### config.mk
export PLATFORM = sky130hd
export DESIGN_NAME = wb_arbiter_2to1
export DESIGN_NICKNAME = d
export VERILOG_FILES = /design/src/rtl/wb_arbiter_2to1.sv
export SDC_FILE = /design/constraint.sdc
export NUM_CORES = 1
export LEC_CHECK = 0
export BUFFER_PORTS_ARGS = -buffer_cell sky130_fd_sc_hd__buf_2
export CORE_AREA = 2 2 123 125
export DETAILED_ROUTE_END_ITERATION = 6
export DIE_AREA = 0 0 125 127
export PLACE_DENSITY = 0.52
export SETUP_SLACK_MARGIN = 0.02
export SLEW_MARGIN = 20
export SYNTH_ARGS = -nofsm -noshare
export SYNTH_HDL_FRONTEND = slang
export SYNTH_SLANG_ARGS = --single-unit
### constraint.sdc
create_clock -name wb_clk_i -period 2.64 [get_ports wb_clk_i]
set_input_delay 0.264 -clock wb_clk_i [delete_from_list [all_inputs] [get_ports wb_clk_i]]
set_output_delay 0.264 -clock wb_clk_i [all_outputs]
set_load 0.01 [all_outputs]
### src/rtl/wb_arbiter_2to1.sv
// Two-master, one-slave pipelined Wishbone round-robin arbiter.
// Grant is held for a whole CYC; acks/errs/read data are routed only to the owner.
module wb_arbiter_2to1 #(
   parameter int MAX_OUTSTANDING = 2,
   parameter int CNT_WIDTH       = 2
) (
   input  logic        wb_clk_i,
   input  logic        wb_rst_i,
   // master 0
   input  logic        m0_wb_cyc_i,
   input  logic        m0_wb_stb_i,
   input  logic        m0_wb_we_i,
   input  logic [31:0] m0_wb_adr_i,
   input  logic [31:0] m0_wb_dat_i,
   input  logic [3:0]  m0_wb_sel_i,
   output logic        m0_wb_stall_o,
   output logic        m0_wb_ack_o,
   output logic        m0_wb_err_o,
   output logic [31:0] m0_wb_dat_o,
   // master 1
   input  logic        m1_wb_cyc_i,
   input  logic        m1_wb_stb_i,
   input  logic        m1_wb_we_i,
   input  logic [31:0] m1_wb_adr_i,
   input  logic [31:0] m1_wb_dat_i,
   input  logic [3:0]  m1_wb_sel_i,
   output logic        m1_wb_stall_o,
   output logic        m1_wb_ack_o,
   output logic        m1_wb_err_o,
   output logic [31:0] m1_wb_dat_o,
   // slave
   output logic        s_wb_cyc_o,
   output logic        s_wb_stb_o,
   output logic        s_wb_we_o,
   output logic [31:0] s_wb_adr_o,
   output logic [31:0] s_wb_dat_o,
   output logic [3:0]  s_wb_sel_o,
   input  logic        s_wb_stall_i,
   input  logic        s_wb_ack_i,
   input  logic        s_wb_err_i,
   input  logic [31:0] s_wb_dat_i
);

   localparam logic [CNT_WIDTH-1:0] MAX_CNT = CNT_WIDTH'(MAX_OUTSTANDING);
   localparam logic [CNT_WIDTH-1:0] ONE_CNT = CNT_WIDTH'(1);

   typedef enum logic [1:0] {
      IDLE   = 2'd0,
      GRANT0 = 2'd1,
      GRANT1 = 2'd2
   } state_t;

   state_t                state_reg, state_next;
   logic                  last_grant_reg, last_grant_next;
   logic [CNT_WIDTH-1:0]  outstanding_reg, outstanding_next;

   logic [1:0]  m_cyc, m_stb, m_we;
   logic [31:0] m_adr  [2];
   logic [31:0] m_wdat [2];
   logic [3:0]  m_sel  [2];

   assign m_cyc     = {m1_wb_cyc_i, m0_wb_cyc_i};
   assign m_stb     = {m1_wb_stb_i, m0_wb_stb_i};
   assign m_we      = {m1_wb_we_i,  m0_wb_we_i};
   assign m_adr[0]  = m0_wb_adr_i;
   assign m_adr[1]  = m1_wb_adr_i;
   assign m_wdat[0] = m0_wb_dat_i;
   assign m_wdat[1] = m1_wb_dat_i;
   assign m_sel[0]  = m0_wb_sel_i;
   assign m_sel[1]  = m1_wb_sel_i;

   logic [1:0] owner;
   logic       granted;
   logic       own_idx;
   logic       own_cyc;
   logic       own_stb;
   logic       cap;
   logic       accept;
   logic       ack_fwd;
   logic       err_fwd;
   logic       retire;

   assign owner[0] = (state_reg == GRANT0);
   assign owner[1] = (state_reg == GRANT1);
   assign granted  = |owner;
   assign own_idx  = owner[1];
   assign own_cyc  = |(owner & m_cyc);
   assign own_stb  = |(owner & m_cyc & m_stb);
   assign cap      = (outstanding_reg == MAX_CNT);

   // Responses with nothing outstanding belong to an aborted cycle and are dropped.
   assign ack_fwd  = own_cyc & s_wb_ack_i & (outstanding_reg != '0);
   assign err_fwd  = own_cyc & s_wb_err_i & (outstanding_reg != '0);
   assign retire   = ack_fwd | err_fwd;
   assign accept   = s_wb_stb_o & ~s_wb_stall_i;

   assign s_wb_cyc_o = own_cyc;
   assign s_wb_stb_o = own_stb & ~cap;
   assign s_wb_we_o  = granted & m_we[own_idx];
   assign s_wb_adr_o = granted ? m_adr[own_idx]  : '0;
   assign s_wb_dat_o = granted ? m_wdat[own_idx] : '0;
   assign s_wb_sel_o = granted ? m_sel[own_idx]  : '0;

   logic [1:0]  m_stall, m_ack, m_err;
   logic [31:0] m_rdat [2];

   genvar gi;
   generate
      for (gi = 0; gi < 2; gi++) begin : g_master_rsp
         assign m_stall[gi] = owner[gi] ? (s_wb_stall_i | cap) : 1'b1;
         assign m_ack[gi]   = owner[gi] & ack_fwd;
         assign m_err[gi]   = owner[gi] & err_fwd;
         assign m_rdat[gi]  = owner[gi] ? s_wb_dat_i : '0;
      end
   endgenerate

   assign m0_wb_stall_o = m_stall[0];
   assign m0_wb_ack_o   = m_ack[0];
   assign m0_wb_err_o   = m_err[0];
   assign m0_wb_dat_o   = m_rdat[0];
   assign m1_wb_stall_o = m_stall[1];
   assign m1_wb_ack_o   = m_ack[1];
   assign m1_wb_err_o   = m_err[1];
   assign m1_wb_dat_o   = m_rdat[1];

   always_ff @(posedge wb_clk_i or posedge wb_rst_i) begin
      if (wb_rst_i) begin
         state_reg       <= IDLE;
         last_grant_reg  <= 1'b1;
         outstanding_reg <= '0;
      end else begin
         state_reg       <= state_next;
         last_grant_reg  <= last_grant_next;
         outstanding_reg <= outstanding_next;
      end
   end

   always_comb begin
      state_next       = state_reg;
      last_grant_next  = last_grant_reg;
      outstanding_next = outstanding_reg;
      case (state_reg)
         IDLE: begin
            outstanding_next = '0;
            if (m_cyc[0] && m_cyc[1]) begin
               if (last_grant_reg) begin
                  state_next      = GRANT0;
                  last_grant_next = 1'b0;
               end else begin
                  state_next      = GRANT1;
                  last_grant_next = 1'b1;
               end
            end else if (m_cyc[0]) begin
               state_next      = GRANT0;
               last_grant_next = 1'b0;
            end else if (m_cyc[1]) begin
               state_next      = GRANT1;
               last_grant_next = 1'b1;
            end
         end
         GRANT0, GRANT1: begin
            if (!own_cyc) begin
               state_next       = IDLE;
               outstanding_next = '0;
            end else begin
               // Simultaneous accept and retire leave the count unchanged.
               case ({accept, retire})
                  2'b10:   if (!cap) outstanding_next = outstanding_reg + ONE_CNT;
                  2'b01:   outstanding_next = outstanding_reg - ONE_CNT;
                  default: outstanding_next = outstanding_reg;
               endcase
            end
         end
         default: begin
            state_next       = IDLE;
            outstanding_next = '0;
         end
      endcase
   end

endmodule

==> metrics.txt, run 1 <==
status finished, final reports clean; syn nets 463; Total Routing Usage GR 0.116; Critical Path Source Type flip-flop; commonest non-fill, non-tap cell in the layout buf_2; grt total ovfl 0; Req. time, crit path 2.74 ns; synthesized area 2090 µm²; Core Region 14,400 µm²; worst skew pair latency 0.23 ns; met1 usage 0.126; M2 GR Usage 0.234; max-slew violations 0; critical path class reg2reg; vias 3,044; ANT nets after route 0; most frequent cells in the layout buf_2, nor2b_1, mux2i_1; min cycle time layout 2.44 ns; Distinct cells, synth 29; cts bufs inserted 3; Layout Nets 770; initial cell density of the core 0.145; Rows 44; drt pass-1 iters 4; met3 GRT Util 0.0226; Setup Viol. Count Final 0; area delta synth->final 89.5%; Starting DRT DRC Count 58; Die Wd 125 µm; Die Span Y 127 µm; count of input and output buffers 319; routability cong. 0.757; grt peak-use layer met2; Avg Inst Size Synth 7.51 µm²; Final Core Density 0.275; sequential area share after synthesis 0.0603; share of cells above drive strength 1 0.571; clock sinks 5; Rel. slew slack 0.651; static leakage 0.00227 µW; DRC Markers 0; Routed WL 10.2 mm; crit end category flip-flop; CTS max path bufs 2; Post-DP HPWL 8.61 mm; number of H-tree levels 1; Final Hold Fails 0; Worst Clk Skew 0.00474 ns; Hold WC Path Type in2reg; Worst EP arrival 2.54 ns; CTS tree yes; first-pass GRT wire length 15.0 mm; Root Driver clkbuf_16; Clk pin slew, worst setup/hold paths 0.04 ns; antenna violations before repair 1; setup tns final 0 ns; worst slew pin tran 0.524 ns; DP Cell Count 764; Fmax achieved 410 MHz; peak supply drop 0.523 mV; flops & latches, synth 5; vias in the first global route 2,938; routed vias/inst 3.95; synth warn 0; placed cell areas 3870 µm²; Die Area 15,900 µm²; wire per inst 13.3 µm; PD cells 858 nW/µm²; RSZ-0062 raised after global routing false; Mapped Cells 279; I/O pins 320; final std cells w/o fill 770; fin crit share 0.924; largest net degree at the start of global routing 76; maxcap violations 0; Crit Path Max Fanout 13; Final Instance Area 3970 µm²
## path summary, 6_finish.rpt
check / end / startpoint / cells past startpoint / slack [ns]
setup / recovery: outstanding_reg[1]$_DFFE_PP0P_ / state_reg[0]$_DFFE_PP0P_ / 9 / 0.20
hold / removal: last_grant_reg$_DFFE_PP1P_ / m1_wb_cyc_i / 3 / 0.33
setup reg to reg: outstanding_reg[1]$_DFFE_PP0P_ / state_reg[0]$_DFFE_PP0P_ / 9 / 0.20
hold reg to reg: last_grant_reg$_DFFE_PP1P_ / last_grant_reg$_DFFE_PP1P_ / 2 / 0.49
max in group asynchronous: last_grant_reg$_DFFE_PP1P_ / wb_rst_i / 3 / 1.91
min in group asynchronous: state_reg[0]$_DFFE_PP0P_ / wb_rst_i / 3 / 0.48
## what timing repair did
action,in CTS,in global routing
gates resized for setup,0,1
hold endpoints to repair,4,0
hold buffers,1,0
setup buffers,0,0
setup endpoints to repair,0,1
## through the flow
stage	total power, µW	hold slack (ns)	setup WS, ns
6_report	3400	0.331	0.200
5_1_grt	3700	0.362	0.0280
3_3_place_gp	3210	0.181	0.213
2_1_floorplan	2020	0.0418	0.252
4_1_cts	3470	0.325	0.144
3_5_place_dp	3200	0.184	0.162
## Yosys cell counts, drive strengths merged
library cell | n | area share
nor2b | 71 | 0.21
mux2i | 69 | 0.33
and2 | 64 | 0.19
clkbuf | 14 | 0.026
buf | 10 | 0.039
a21oi | 6 | 0.014
nand2 | 6 | 0.011
and3 | 5 | 0.015
ha | 5 | 0.030
inv | 5 | 0.0090
dfrtp | 4 | 0.048
nor2 | 3 | 0.0054
o21a | 2 | 0.0072
o21ai | 2 | 0.0048
o2bb2ai | 2 | 0.0084
a211oi | 1 | 0.0036
a22o | 1 | 0.0048
a31oi | 1 | 0.0030
and2b | 1 | 0.0042
dfstp | 1 | 0.013
nand2b | 1 | 0.0030
nor3 | 1 | 0.0024
o311ai | 1 | 0.0042
or3 | 1 | 0.0030
or4b | 1 | 0.0048
xnor2 | 1 | 0.0042
## report_power, final
group	internal, µW	total (µW)	switching, µW
Combinational	1440	3030	1590
Clock	200	252	52.0
Sequential	104	121	17.3
## critical path, cell delays in order (launching register included)
cell	delay, ns
dfrtp_1	0.37
inv_1	0.15
ha_4	0.24
a22o_2	0.24
o21a_4	0.16
o21a_1	0.12
ha_1	0.26
or4b_1	0.53
o311ai_0	0.12
a21oi_1	0.11
## area by class of cell
type                       instances  area, µm²
antenna                            1       2.50
timing repair buffer             326       1680
inverter                           5       18.8
multi-input combinational        245       1840
clock buffer                       4       78.8
tap                              184        230
fill                            1606      10500
sequential                         5        126
## kinds of logic (layout without fill, tap and decap cells)
| family | count (synthesis) | after routing | share of synthesized area |
|---|---|---|---|
| simple gates | 154 | 154 | 0.452 |
| mux | 69 | 69 | 0.330 |
| buf+inv | 29 | 335 | 0.0741 |
| compound gates | 16 | 16 | 0.0502 |
| fa+ha+maj | 5 | 5 | 0.0299 |
| flops | 5 | 5 | 0.0603 |
| xor+xnor | 1 | 1 | 0.00418 |
| other cells | 0 | 1 | 0 |
## per-layer routing
metal  up-vias  wire length [µm]
li1       1531                 -
met1      1317              3900
met2       190              5380
met3         6               869
met4         0                64
met5         -                 0
Note: power is estimated with default switching activity, not from simulation.
==> run 2, diff against run 1 <==
- CTS_BUF_LIST: unset -> sky130_fd_sc_hd__clkbuf_8
==> run 2 against run 1 <==
Effect of this change:
- die area stayed put
- clock power shrank 43%
- routed wire length shrank 0.21%
- largest power group unchanged
- cell count unchanged
- worst hold slack improved by 0.0047 ns
==> metrics.txt, run 2 (synthesis results as in run 1) <==
worst slew pin tran 0.524 ns (+0.000325 ns); drt pass-1 iters 4 (unchanged); grt total ovfl 0 (unchanged); Req. time, crit path 2.73 ns (about the same); most frequent cells in the layout buf_2, nor2b_1, mux2i_1; Final Core Density 0.273 (-0.00234); placed cell areas 3870 µm² (unchanged); Crit Path Max Fanout 13 (unchanged); ANT nets after route 0 (unchanged); Rows 44 (unchanged); Core Region 14,400 µm² (unchanged); crit path cell chain inv_1 -> ha_4 -> a22o_2 -> o21a_4 -> o21a_1 -> ha_1 -> or4b_1 -> o311ai_0 -> a21oi_1; total of fill cells in the finished design 1,607 (+0.062%); setup tns final 0 ns (unchanged); WP buf/inv 1 (unchanged); Worst R2R Start state_reg[0]$_DFFE_PP0P_; Clk pin slew, worst setup/hold paths 0.04 ns (about the same); FF-to-FF End outstanding_reg[1]$_DFFE_PP0P_; grt peak-use layer met2; Final Instance Area 3940 µm² (-0.85%); Die Span Y 127 µm (unchanged); Setup Viol. Count Final 0 (unchanged); I/O pins 320 (unchanged); largest net degree at the start of global routing 76 (unchanged); Root Driver clkbuf_8; Worst Hold End last_grant_reg$_DFFE_PP1P_; Worst Clk Skew 0.00498 ns (+0.000242 ns); met3 GRT Util 0.0226 (unchanged); min cycle time layout 2.44 ns (-0.00410 ns); crit-path max cell delay 0.53 ns (about the same); routed vias/inst 3.95 (-0.20%); number of H-tree levels 1 (unchanged); CTS max path bufs 2 (unchanged); Fmax achieved 410 MHz (+0.17%); Starting DRT DRC Count 61 (+5.2%); RSZ-0062 raised after global routing false; Worst EP arrival 2.53 ns (about the same); vias in the first global route 2,938 (unchanged); vias 3,038 (-0.20%); area delta synth->final 87.9%; fin crit share 0.923 (-0.00155); Die Area 15,900 µm² (unchanged); initial cell density of the core 0.145 (unchanged); PD cells 837 nW/µm² (-2.4%); WHS Path Cells 3 (unchanged); critical path's top delay family compound AO/OA/AOI/OAI gates; Die Wd 125 µm (unchanged); share of cells above drive strength 1 0.571 (unchanged); clock sinks 5 (unchanged); Rel. slew slack 0.651 (about the same); worst skew pair latency 0.23 ns (about the same); status finished, final reports clean; met1 usage 0.126 (unchanged); Layout Nets 770 (unchanged); CTS tree yes; peak supply drop 0.501 mV (-4.3%); routability cong. 0.757 (unchanged); critical path class reg2reg; M2 GR Usage 0.234 (unchanged); Total Power 3290 µW (-3.3%); slowest CP cell or4b_1; cts bufs inserted 3 (unchanged); count of input and output buffers 319 (unchanged); maxcap violations 0 (unchanged); R2R depth 9 (unchanged); Critical Path Source Type flip-flop; Final Hold Fails 0 (unchanged); DRC Markers 0 (unchanged); R2R setup slack 0.20 ns (about the same); Post-DP HPWL 8.61 mm (unchanged); Total Routing Usage GR 0.116 (unchanged); Hold WC Path Type in2reg; Routed WL 10.2 mm (-0.21%); crit end category flip-flop; commonest non-fill, non-tap cell in the layout buf_2; max-slew violations 0 (unchanged); static leakage 0.00226 µW (-0.50%); wire per inst 13.2 µm (-0.21%); antenna violations before repair 1 (unchanged); first-pass GRT wire length 15.0 mm (unchanged); Hold Startpoint m1_wb_cyc_i
run 2: tightest hold or removal path, cell delays in order:
cell	delay, ns
buf_2	0.14
nand2_1	0.08
o21ai_0	0.07
run 2: per-layer routing:
| metal | part of all wire | vias up |
|---|---|---|
| met4 | 0.0077 | 0 |
| met1 | 0.38 | 1308 |
| met3 | 0.086 | 7 |
| met5 | 0 | - |
| li1 | - | 1532 |
| met2 | 0.52 | 191 |
run 2: area by class of cell:
type,count,area (µm²),area share
diodes,1,2.50,0.000636
clock buffers,3,41.3,0.0105
clock inverters,1,3.75,0.000954
inverters,5,18.8,0.00477
multi-input cells,245,1840,0.466
flip-flops and latches,5,126,0.0321
well taps,184,230,0.0585
repair buffers,326,1680,0.426
run 2: report_power, final:
| group | switching (µW) | total (µW) | internal [µW] |
|---|---|---|---|
| registers | 16.7 | 120 | 104 |
| logic | 1590 | 3030 | 1440 |
| clock network | 42.5 | 143 | 100 |
| total | 1650 | 3290 | 1640 |
run 2: through the flow:
stage	hold slack, ns	setup slack, ns	std cells
final	0.335	0.204	770
after global routing	0.359	0.0239	769
after CTS	0.328	0.143	769
after detailed placement	0.184	0.162	764
after global placement	0.181	0.213	764
after floorplan	0.0418	0.252	279
run 2: repair_timing:
action	CTS	global route
gates resized for setup	0	1
hold buffers	1	0
buffers inserted	0	0
hold endpoints to repair	4	0
setup endpoints to repair	0	1
run 2: how the worst max path moves through the flow:
| stage | startpoint | endpoint | cells past startpoint |
|---|---|---|---|
| 6_report | state_reg[0]$_DFFE_PP0P_ | outstanding_reg[1]$_DFFE_PP0P_ | 9 |
| 2_1_floorplan | state_reg[0]$_DFFE_PP0P_ | outstanding_reg[1]$_DFFE_PP0P_ | 10 |
| 3_3_place_gp | state_reg[0]$_DFFE_PP0P_ | outstanding_reg[1]$_DFFE_PP0P_ | 9 |
| 5_1_grt | state_reg[0]$_DFFE_PP0P_ | outstanding_reg[1]$_DFFE_PP0P_ | 9 |
| 4_1_cts | state_reg[0]$_DFFE_PP0P_ | outstanding_reg[1]$_DFFE_PP0P_ | 9 |
| 3_5_place_dp | state_reg[0]$_DFFE_PP0P_ | outstanding_reg[1]$_DFFE_PP0P_ | 9 |
